[src/rtl/sc_pkg.sv]
// Shared widths, constants and the timing bundle for the scanconverter output timing generator.
package sc_pkg;

  localparam int unsigned H_W_DEF          = 12;
  localparam int unsigned V_W_DEF          = 11;
  localparam int unsigned X_W_DEF          = 11;
  localparam int unsigned LB_ROWS_LOG2_DEF = 3;
  localparam int unsigned RPT_W_DEF        = 3;
  localparam int unsigned RD_LATENCY_DEF   = 1;

  localparam int unsigned SYNC_STAGES      = 2;
  localparam int unsigned RESYNC_CNT_W     = 8;
  localparam int unsigned RESYNC_CNT_MAX   = 255;

  typedef struct packed {
    logic hs;
    logic vs;
    logic de;
    logic mask;
  } timing_t;

  localparam timing_t TIMING_IDLE = '{hs: 1'b1, vs: 1'b1, de: 1'b0, mask: 1'b0};

endpackage

[src/rtl/sc_delay_line.sv]
// Fixed-depth shift register with async reset to a configurable idle value.
module sc_delay_line #(
  parameter int unsigned      WIDTH   = 4,
  parameter int unsigned      DEPTH   = 1,
  parameter logic [WIDTH-1:0] RST_VAL = '0
) (
  input  logic             clk,
  input  logic             rst_n,
  input  logic [WIDTH-1:0] d,
  output logic [WIDTH-1:0] q
);

  logic [WIDTH-1:0] pipe [DEPTH];

  always_ff @(posedge clk or negedge rst_n) begin
    if (!rst_n) begin
      for (int i = 0; i < DEPTH; i++) pipe[i] <= RST_VAL;
    end else begin
      pipe[0] <= d;
      for (int i = 1; i < DEPTH; i++) pipe[i] <= pipe[i-1];
    end
  end

  assign q = pipe[DEPTH-1];

endmodule

[src/rtl/sc_timing_gen.sv]
// Output pixel-clock timing generator: HSYNC/VSYNC/DE/mask plus line-buffer read address
// with independent X/Y repeat and skip, resynchronised to the capture frame boundary.
module sc_timing_gen
  import sc_pkg::*;
#(
  parameter int unsigned H_W          = H_W_DEF,
  parameter int unsigned V_W          = V_W_DEF,
  parameter int unsigned X_W          = X_W_DEF,
  parameter int unsigned LB_ROWS_LOG2 = LB_ROWS_LOG2_DEF,
  parameter int unsigned RPT_W        = RPT_W_DEF,
  parameter int unsigned RD_LATENCY   = RD_LATENCY_DEF
) (
  input  logic                        PCLK_OUT_i,
  input  logic                        reset_n,
  input  logic                        frame_change_i,
  input  logic [8:0]                  h_synclen_i,
  input  logic [8:0]                  h_backporch_i,
  input  logic [X_W-1:0]              h_active_i,
  input  logic [H_W-1:0]              h_total_i,
  input  logic [4:0]                  v_synclen_i,
  input  logic [8:0]                  v_backporch_i,
  input  logic [V_W-1:0]              v_active_i,
  input  logic [V_W-1:0]              v_total_i,
  input  logic [V_W-1:0]              v_startline_i,
  input  logic [8:0]                  x_start_i,
  input  logic [8:0]                  y_start_i,
  input  logic [RPT_W-1:0]            x_rpt_i,
  input  logic [RPT_W-1:0]            y_rpt_i,
  input  logic [RPT_W-1:0]            x_skip_i,
  input  logic [RPT_W-1:0]            y_skip_i,
  output logic [LB_ROWS_LOG2+X_W-1:0] lb_rdaddr_o,
  output logic                        HSYNC_o,
  output logic                        VSYNC_o,
  output logic                        DE_o,
  output logic                        mask_o,
  output logic                        resync_strobe_o,
  output logic [7:0]                  resync_cnt_o
);

  localparam int unsigned HX_W = H_W + 1;
  localparam int unsigned VX_W = V_W + 1;

  logic [H_W-1:0]          h_cnt;
  logic [V_W-1:0]          v_cnt;
  logic [SYNC_STAGES-1:0]  fc_sync;
  logic                    fc_prev;
  logic [X_W-1:0]          xpos;
  logic [LB_ROWS_LOG2-1:0] ypos;
  logic [RPT_W-1:0]        x_ctr;
  logic [RPT_W-1:0]        y_ctr;
  logic [RESYNC_CNT_W-1:0] resync_cnt;
  logic                    resync_strobe;
  timing_t                 t0;
  timing_t                 t0_q;
  timing_t                 t_dly;

  logic [HX_W-1:0] h_ext, h_de_start, h_de_end, h_img;
  logic [VX_W-1:0] v_ext, v_de_start, v_de_end, v_img;
  logic [V_W-1:0]  v_pred;
  logic            h_wrap, v_wrap, fc_rise, resync, x_trig, y_home;

  // Window boundaries, widened by one bit so sums never truncate before comparing
  assign h_ext      = HX_W'(h_cnt);
  assign v_ext      = VX_W'(v_cnt);
  assign h_de_start = HX_W'(h_synclen_i) + HX_W'(h_backporch_i);
  assign h_de_end   = h_de_start + HX_W'(h_active_i);
  assign h_img      = h_de_start + HX_W'(x_start_i);
  assign v_de_start = VX_W'(v_synclen_i) + VX_W'(v_backporch_i);
  assign v_de_end   = v_de_start + VX_W'(v_active_i);
  assign v_img      = v_de_start + VX_W'(y_start_i);

  assign h_wrap = (h_ext + HX_W'(1)) >= HX_W'(h_total_i);
  assign v_wrap = (v_ext + VX_W'(1)) >= VX_W'(v_total_i);

  // Line before the start line, taken modulo the frame length
  assign v_pred  = (v_startline_i == '0) ? v_total_i - V_W'(1) : v_startline_i - V_W'(1);
  assign fc_rise = fc_sync[SYNC_STAGES-1] & ~fc_prev;
  assign resync  = fc_rise & (v_cnt != v_startline_i) & (v_cnt != v_pred);

  assign x_trig = (h_ext + HX_W'(1)) == h_img;
  assign y_home = v_ext == v_img;

  always_ff @(posedge PCLK_OUT_i or negedge reset_n) begin
    if (!reset_n) begin
      fc_sync <= '0;
      fc_prev <= 1'b0;
    end else begin
      fc_sync <= {fc_sync[SYNC_STAGES-2:0], frame_change_i};
      fc_prev <= fc_sync[SYNC_STAGES-1];
    end
  end

  // Raster counters; a resync takes priority over the natural wrap
  always_ff @(posedge PCLK_OUT_i or negedge reset_n) begin
    if (!reset_n) begin
      h_cnt <= '0;
      v_cnt <= '0;
    end else if (resync) begin
      h_cnt <= '0;
      v_cnt <= v_startline_i;
    end else if (h_wrap) begin
      h_cnt <= '0;
      v_cnt <= v_wrap ? '0 : v_cnt + V_W'(1);
    end else begin
      h_cnt <= h_cnt + H_W'(1);
    end
  end

  always_ff @(posedge PCLK_OUT_i or negedge reset_n) begin
    if (!reset_n) begin
      resync_strobe <= 1'b0;
      resync_cnt    <= '0;
    end else begin
      resync_strobe <= resync;
      if (resync && resync_cnt != RESYNC_CNT_W'(RESYNC_CNT_MAX))
        resync_cnt <= resync_cnt + RESYNC_CNT_W'(1);
    end
  end

  always_comb begin
    t0      = TIMING_IDLE;
    t0.hs   = h_ext >= HX_W'(h_synclen_i);
    t0.vs   = v_ext >= VX_W'(v_synclen_i);
    t0.de   = (h_ext >= h_de_start) && (h_ext < h_de_end) &&
              (v_ext >= v_de_start) && (v_ext < v_de_end);
    t0.mask = t0.de && ((h_ext < h_img) || (v_ext < v_img));
  end

  always_ff @(posedge PCLK_OUT_i or negedge reset_n) begin
    if (!reset_n) t0_q <= TIMING_IDLE;
    else          t0_q <= t0;
  end

  // Align sync/DE with the line-buffer read data
  sc_delay_line #(
    .WIDTH   ($bits(timing_t)),
    .DEPTH   (RD_LATENCY),
    .RST_VAL (TIMING_IDLE)
  ) u_delay (
    .clk   (PCLK_OUT_i),
    .rst_n (reset_n),
    .d     (t0_q),
    .q     (t_dly)
  );

  // Read address: restart x one cycle ahead of the image, step y once per line
  always_ff @(posedge PCLK_OUT_i or negedge reset_n) begin
    if (!reset_n) begin
      xpos  <= '0;
      ypos  <= '0;
      x_ctr <= '0;
      y_ctr <= '0;
    end else if (x_trig) begin
      xpos  <= '0;
      x_ctr <= '0;
      if (y_home) begin
        ypos  <= '0;
        y_ctr <= '0;
      end else if (y_ctr == y_rpt_i) begin
        ypos  <= ypos + LB_ROWS_LOG2'(y_skip_i) + LB_ROWS_LOG2'(1);
        y_ctr <= '0;
      end else begin
        y_ctr <= y_ctr + RPT_W'(1);
      end
    end else if (x_ctr == x_rpt_i) begin
      xpos  <= xpos + X_W'(x_skip_i) + X_W'(1);
      x_ctr <= '0;
    end else begin
      x_ctr <= x_ctr + RPT_W'(1);
    end
  end

  assign lb_rdaddr_o     = {ypos, xpos};
  assign HSYNC_o         = t_dly.hs;
  assign VSYNC_o         = t_dly.vs;
  assign DE_o            = t_dly.de;
  assign mask_o          = t_dly.mask;
  assign resync_strobe_o = resync_strobe;
  assign resync_cnt_o    = resync_cnt;

endmodule

[config.mk]
export PLATFORM = sky130hd
export DESIGN_NAME = sc_timing_gen
export DESIGN_NICKNAME = d
export VERILOG_FILES = /design/src/rtl/sc_pkg.sv /design/src/rtl/sc_delay_line.sv /design/src/rtl/sc_timing_gen.sv
export SDC_FILE = /design/constraint.sdc
export NUM_CORES = 1
export LEC_CHECK = 0
export CAP_MARGIN = 5
export CORE_UTILIZATION = 55
export CTS_CLUSTER_SIZE = 16
export DETAILED_ROUTE_END_ITERATION = 8
export GPL_TIMING_DRIVEN = 0
export PLACE_DENSITY = 0.86
export SLEW_MARGIN = 20
export SYNTH_ARGS = -nofsm -noshare
export SYNTH_HDL_FRONTEND = slang
export SYNTH_HIERARCHICAL = 1
export SYNTH_SLANG_ARGS = --single-unit
[constraint.sdc]
create_clock -name PCLK_OUT_i -period 3.7 [get_ports PCLK_OUT_i]
set_input_delay 0.925 -clock PCLK_OUT_i [delete_from_list [all_inputs] [get_ports PCLK_OUT_i]]
set_output_delay 0.925 -clock PCLK_OUT_i [all_outputs]
set_load 0.01 [all_outputs]
# Yosys cells after proc, flatten, opt, wreduce, memory -nomap -nowiden
# Index checks and enable logic that the tools add are counted.
# totals
ff_bits,63
latch_bits,0
ram_bits,0
romBits,0
inputBits,121
output_inout_bits,27
wordCells,80
mem_count,0
# classes
add_sub_neg,19
n_mul,0
n_div,0
magnitude_cmp,10
eq_ne,7
n_shift,0
n_mux,14
bitwise_logic,4
n_reduce_logical,11
# op_table
operator,n
2-to-1 mux 11 bit,6
adder 10 x 11 -> 12 bit,2
2-to-1 mux 12 bit,2
adder 10 x 9 -> 11 bit,2
adder 11 x 1 -> 11 bit (second input constant),2
inequality test 11 bit,2
subtractor 11 x 1 -> 11 bit (second input constant),2
2-to-1 mux 3 bit,6
adder 12 x 1 -> 13 bit (second input constant),1
equality test 13 x 11 -> 1 bit,1
greater-or-equal comparator 13 x 12 -> 1 bit,1
adder 11 x 1 -> 12 bit (second input constant),1
adder 12 x 1 -> 12 bit (second input constant),1
greater-or-equal comparator 12 x 10 -> 1 bit,1
greater-or-equal comparator 12 x 11 -> 1 bit,1
greater-or-equal comparator 12 x 9 -> 1 bit,1
< comparator 11 x 12 -> 1 bit,1
< comparator 12 x 11 -> 1 bit,1
< comparator 12 bit,1
adder 11 x 3 -> 11 bit,1
equality test 11 bit,1
greater-or-equal comparator 11 x 10 -> 1 bit,1
greater-or-equal comparator 11 x 5 -> 1 bit,1
logical NOT 11 bit,1
other kinds (14),25

# Longest topological paths before layout
# logic_depth
word_depth,7
mapped_depth,21
ltp_nobuf,21

# By module
# The synthesis kept the hierarchy.
# by_module_without_submodules
module,n_inst,cells_each,area_per_inst_um2,seq_area_each_um2
sc_timing_gen,1,1046,8778.4,1478.9
sc_delay_line,1,4,102.6,102.6

# Least setup slack after synthesis
# No wires, ideal clock.
# synth_path
path_kind,in2reg
start,input h_synclen_i[0]
end,register t0_q[0] (netlist bit)
setup_time_ns,0.099
arrival_ns,4.570
required_time_ns,3.601
setup_slack_ns,-0.969
path_stages,21
path_buffers,0
path_cell_list,ha_1 -> inv_1 -> fa_1 -> nor2b_1 -> o21ai_0 -> nand2b_1 -> a21o_1 -> a21o_1 -> a21o_1 -> a21o_1 -> xor2_1 -> ha_1 -> a21oi_1 -> nand2_1 -> xnor2_1 -> ha_1 -> a21o_1 -> a21o_1 -> a2111oi_0 -> o211ai_1 -> a311oi_1
# synth_rtl
item,line_no,rtl
from (decl),sc_timing_gen.sv:16,"input logic [8:0] h_synclen_i,"
to (signal assigned),sc_timing_gen.sv:131,else t0_q <= t0;
to (decl),sc_timing_gen.sv:54,timing_t t0_q;

==> impl_metrics.py <==
metrics = {
    "sta": {
        "holdWs_ns": 0.346,
        "finalCriticalPeriod_ns": 4.68,
        "worst_pin_slew_ns": 0.729,
        "final.setup.worst_slack_ns": -0.980,
        "hold_viol": 0,
        "final_max_slew_viol_count": 0,
        "max_freq_ghz": 0.214,
        "clock_skew_ns": 0.00831,
        "period_share_pct": 126,
        "timing.slew.headroom_pct": 51.3,
        "setup_viol": 32,
        "rsz0062_at_grt": "true",
    },
    "clock_network": {
        "htree_levels": 3,
        "path_clk_slew_ns": 0.06,
        "clock_path_buffers": 2,
        "clock-sinks": 63,
        "cts_buffers": 9,
        "root_buffer": "clkbuf_16",
        "clkLatencyLatePin_ns": 0.34,
        "cts_tree": "yes",
    },
    "floorplan": {
        "die-area_mm2": 0.0167,
        "die_h_um": 129,
        "placementRows": 46,
        "core_mm2": 0.0158,
        "ios": 148,
        "start_util_pct": 56.1,
        "die_x_um": 129,
    },
    "global_route": {
        "grt_util_all_layers_pct": 31.0,
        "grt_pass1_wl_um": 41100,
        "first_global_vias": 8827,
        "grt_max_degree": 50,
        "antenna_found_initial": 0,
        "grt_overflow_total": 0,
    },
    "placed_design": {
        "post-place-ws_ns": -1.90,
        "place_area_mm2": 0.0108,
        "dp_hpwl_um": 18300,
        "port_buffers": 143,
        "place_congestion": 0.900,
    },
    "drt": {
        "viasPerCell": 6.10,
        "vias": 9092,
        "first_pass_iters": 5,
        "routed_wirelength_um": 28000,
        "drc_errors": 0,
        "wl_per_cell_um": 18.8,
        "drt_iter0_drc": 541,
        "ant_nets": 0,
    },
    "outcome": {
        "outcome": "finished with violations",
        "violations": "negative setup slack",
    },
    "layout": {
        "drive_gt1_share_pct": 23.5,
        "final_cell_area_mm2": 0.0125,
        "regArea_mm2": 0.00159,
        "area_growth_pct": 40.3,
        "nNetsFinal": 1562,
        "n_fill_cell": 977,
        "multi_input_area_mm2": 0.00774,
        "n_antenna_cell": 0,
    },
    "power": {
        "total_power_uw": 5070,
        "cellPowerDensity_mw_per_mm2": 407,
        "p_leak_uw": 0.00576,
        "peakVddDrop_v": 0.000300,
    },
    "setup_path": {
        "critPathArrivalTime_ns": 4.94,
        "timing.rr.start": "v_cnt[0]",
        "crit_chain": "buf_6 -> ha_4 -> inv_2 -> fa_2 -> nor2b_2 -> o21ai_2 -> nand2b_1 -> a21o_1 -> a21o_1 -> a21o_1 -> a21o_1 -> xor2_4 -> ha_4 -> nor2_1 -> and4b_1 -> a311oi_2 -> ha_1 -> a21o_1 -> a2111oi_4 -> o211ai_1 -> buf_4 -> nor2_1",
        "critical_path_required_ns": 3.96,
        "rrSetupSlack_ns": 0.16,
        "worstPathMaxFanout": 3,
        "startpoint_type": "primary input",
        "crit_type": "in2reg",
        "cp_top_family": "compound AO/OA/AOI/OAI gates",
        "crit_path_frequent_cell": "a21o_1",
        "critPathCaptureType": "flop",
        "path_buf_inv": 3,
        "cp_slowest_cell": "fa_2",
        "cpPeakStageDelay_ns": 0.37,
        "cp-startpoint": "h_backporch_i[0]",
    },
    "synth": {
        "ys_ff_latch": 63,
        "synth_area_leaders": "ha_1 (23%), dfrtp_1 (17%), xnor2_1 (5.5%)",
        "synth_cells": 1050,
        "syn_avg_cell_area_um2": 8.46,
        "synthesis.nets": 1343,
        "synth_top_cell_area_share_pct": 23.1,
        "synth_cell_types": 76,
        "synthArstFlopShare_pct": 100,
        "synth_ff_type": "dfrtp_1",
        "synth_area_leader_cell": "ha_1",
        "ys_seq_area_share_pct": 17.8,
        "yosys_warnings": 6,
        "netlist_area_mm2": 0.00888,
        "synth-edff-count": 0,
    },
    "min_path": {
        "hp-start": "fc_sync[0]",
        "hp-class": "reg2reg",
    },
    "flow_run": {
        "maxCapViolCount": 0,
    },
}
==> final timing paths <==
path                       cells past startpoint           end
min in group asynchronous                      1      h_cnt[4]
min reg2reg                                    0    fc_sync[1]
min                                            0    fc_sync[1]
max reg2reg                                   15      v_cnt[5]
max in group asynchronous                      2  u_delay/q[2]
max                                           22       t0_q[1]
==> cell usage after synthesis (8+ instances only) <==
cell / count
a211oi_1: 13
a21o_1: 31
a21oi_1: 56
a31oi_1: 9
and3_1: 8
clkbuf_1: 18
dfrtp_1: 59
fa_1: 8
ha_1: 164
inv_1: 107
mux2_2: 11
nand2_1: 61
nand2b_1: 24
nand3_1: 38
nand4_1: 14
nor2_1: 65
nor2b_1: 16
nor3_1: 21
o21ai_0: 63
o41ai_1: 8
or3_1: 12
xnor2_1: 56
xor2_1: 48
==> final cells by class <==
class / instances / share of cell area (%)
clock inverters: 6 / 0.502
well taps: 216 / 2.17
plain buffers: 24 / 1.56
inverters: 108 / 3.25
repair buffers: 209 / 15.7
clock buffers: 10 / 1.84
flip-flops and latches: 63 / 12.8
multi-input cells: 854 / 62.2
==> power breakdown <==
part           switching [uW]  internal, uW
logic                    1640          1560
registers                 198           827
clock network             329           519
total                    2170          2900
==> cell usage in the layout, fill, tap and decap left out, drive strengths merged, types with 9 or more instances in the layout <==
master,n
mux2,17
nand2,61
ha,164
o41ai,9
a21o,31
nand4,14
inv,108
a21oi,58
nor2b,16
nor3,23
clkbuf,25
nand2b,24
a2111oi,12
nand3,39
a211oi,13
buf,92
xnor2,58
a31oi,9
or3,12
nor4,9
nor2,65
xor2,48
dfrtp,59
clkdlybuf4s50,117
o21ai,63
==> through the flow <==
stage / instances / util (%) / TNS, ns
after floorplan: 1050 / - / -13.40
after global placement: 1409 / 68.1 / -88.53
after detailed placement: 1410 / 68.3 / -65.67
after CTS: 1461 / 75.5 / -14.73
after global routing: 1490 / 78.7 / -22.30
final: 1490 / 78.7 / -16.23
==> cells by family after synthesis <==
logic type,synth area share (%)
compound gates,19.1
xor+xnor,11.4
fa+ha+maj,24.9
buf+inv,5.96
flops,17.8
mux,2.86
simple gates,18.0
==> layer usage <==
metal,vias to the layer above,GRT usage [%],routed length [um]
met5,-,0,0
met4,0,14.7,1640
met3,145,3.76,1470
met2,395,56.3,13900
met1,4335,36.4,11000
li1,4217,-,-
==> flip-flops by register name, summed over array words and instances, names as in the netlist <==
register / cells
xpos: 11
v_cnt: 11
y_ctr: 3
t0_q: 4
resync_cnt_o: 8
fc_sync: 2
h_cnt: 12
fc_prev: 1
ypos: 3
u_delay/q: 4
resync_strobe_o: 1
x_ctr: 3
==> what timing repair did <==
action	in CTS	in global routing
pin swaps	73	59
gates resized for setup	187	110
hold buffers	0	0
setup buffers	35	30
gates cloned	1	0
setup endpoints to repair	54	53
Note: power is estimated with default switching activity, not from simulation.
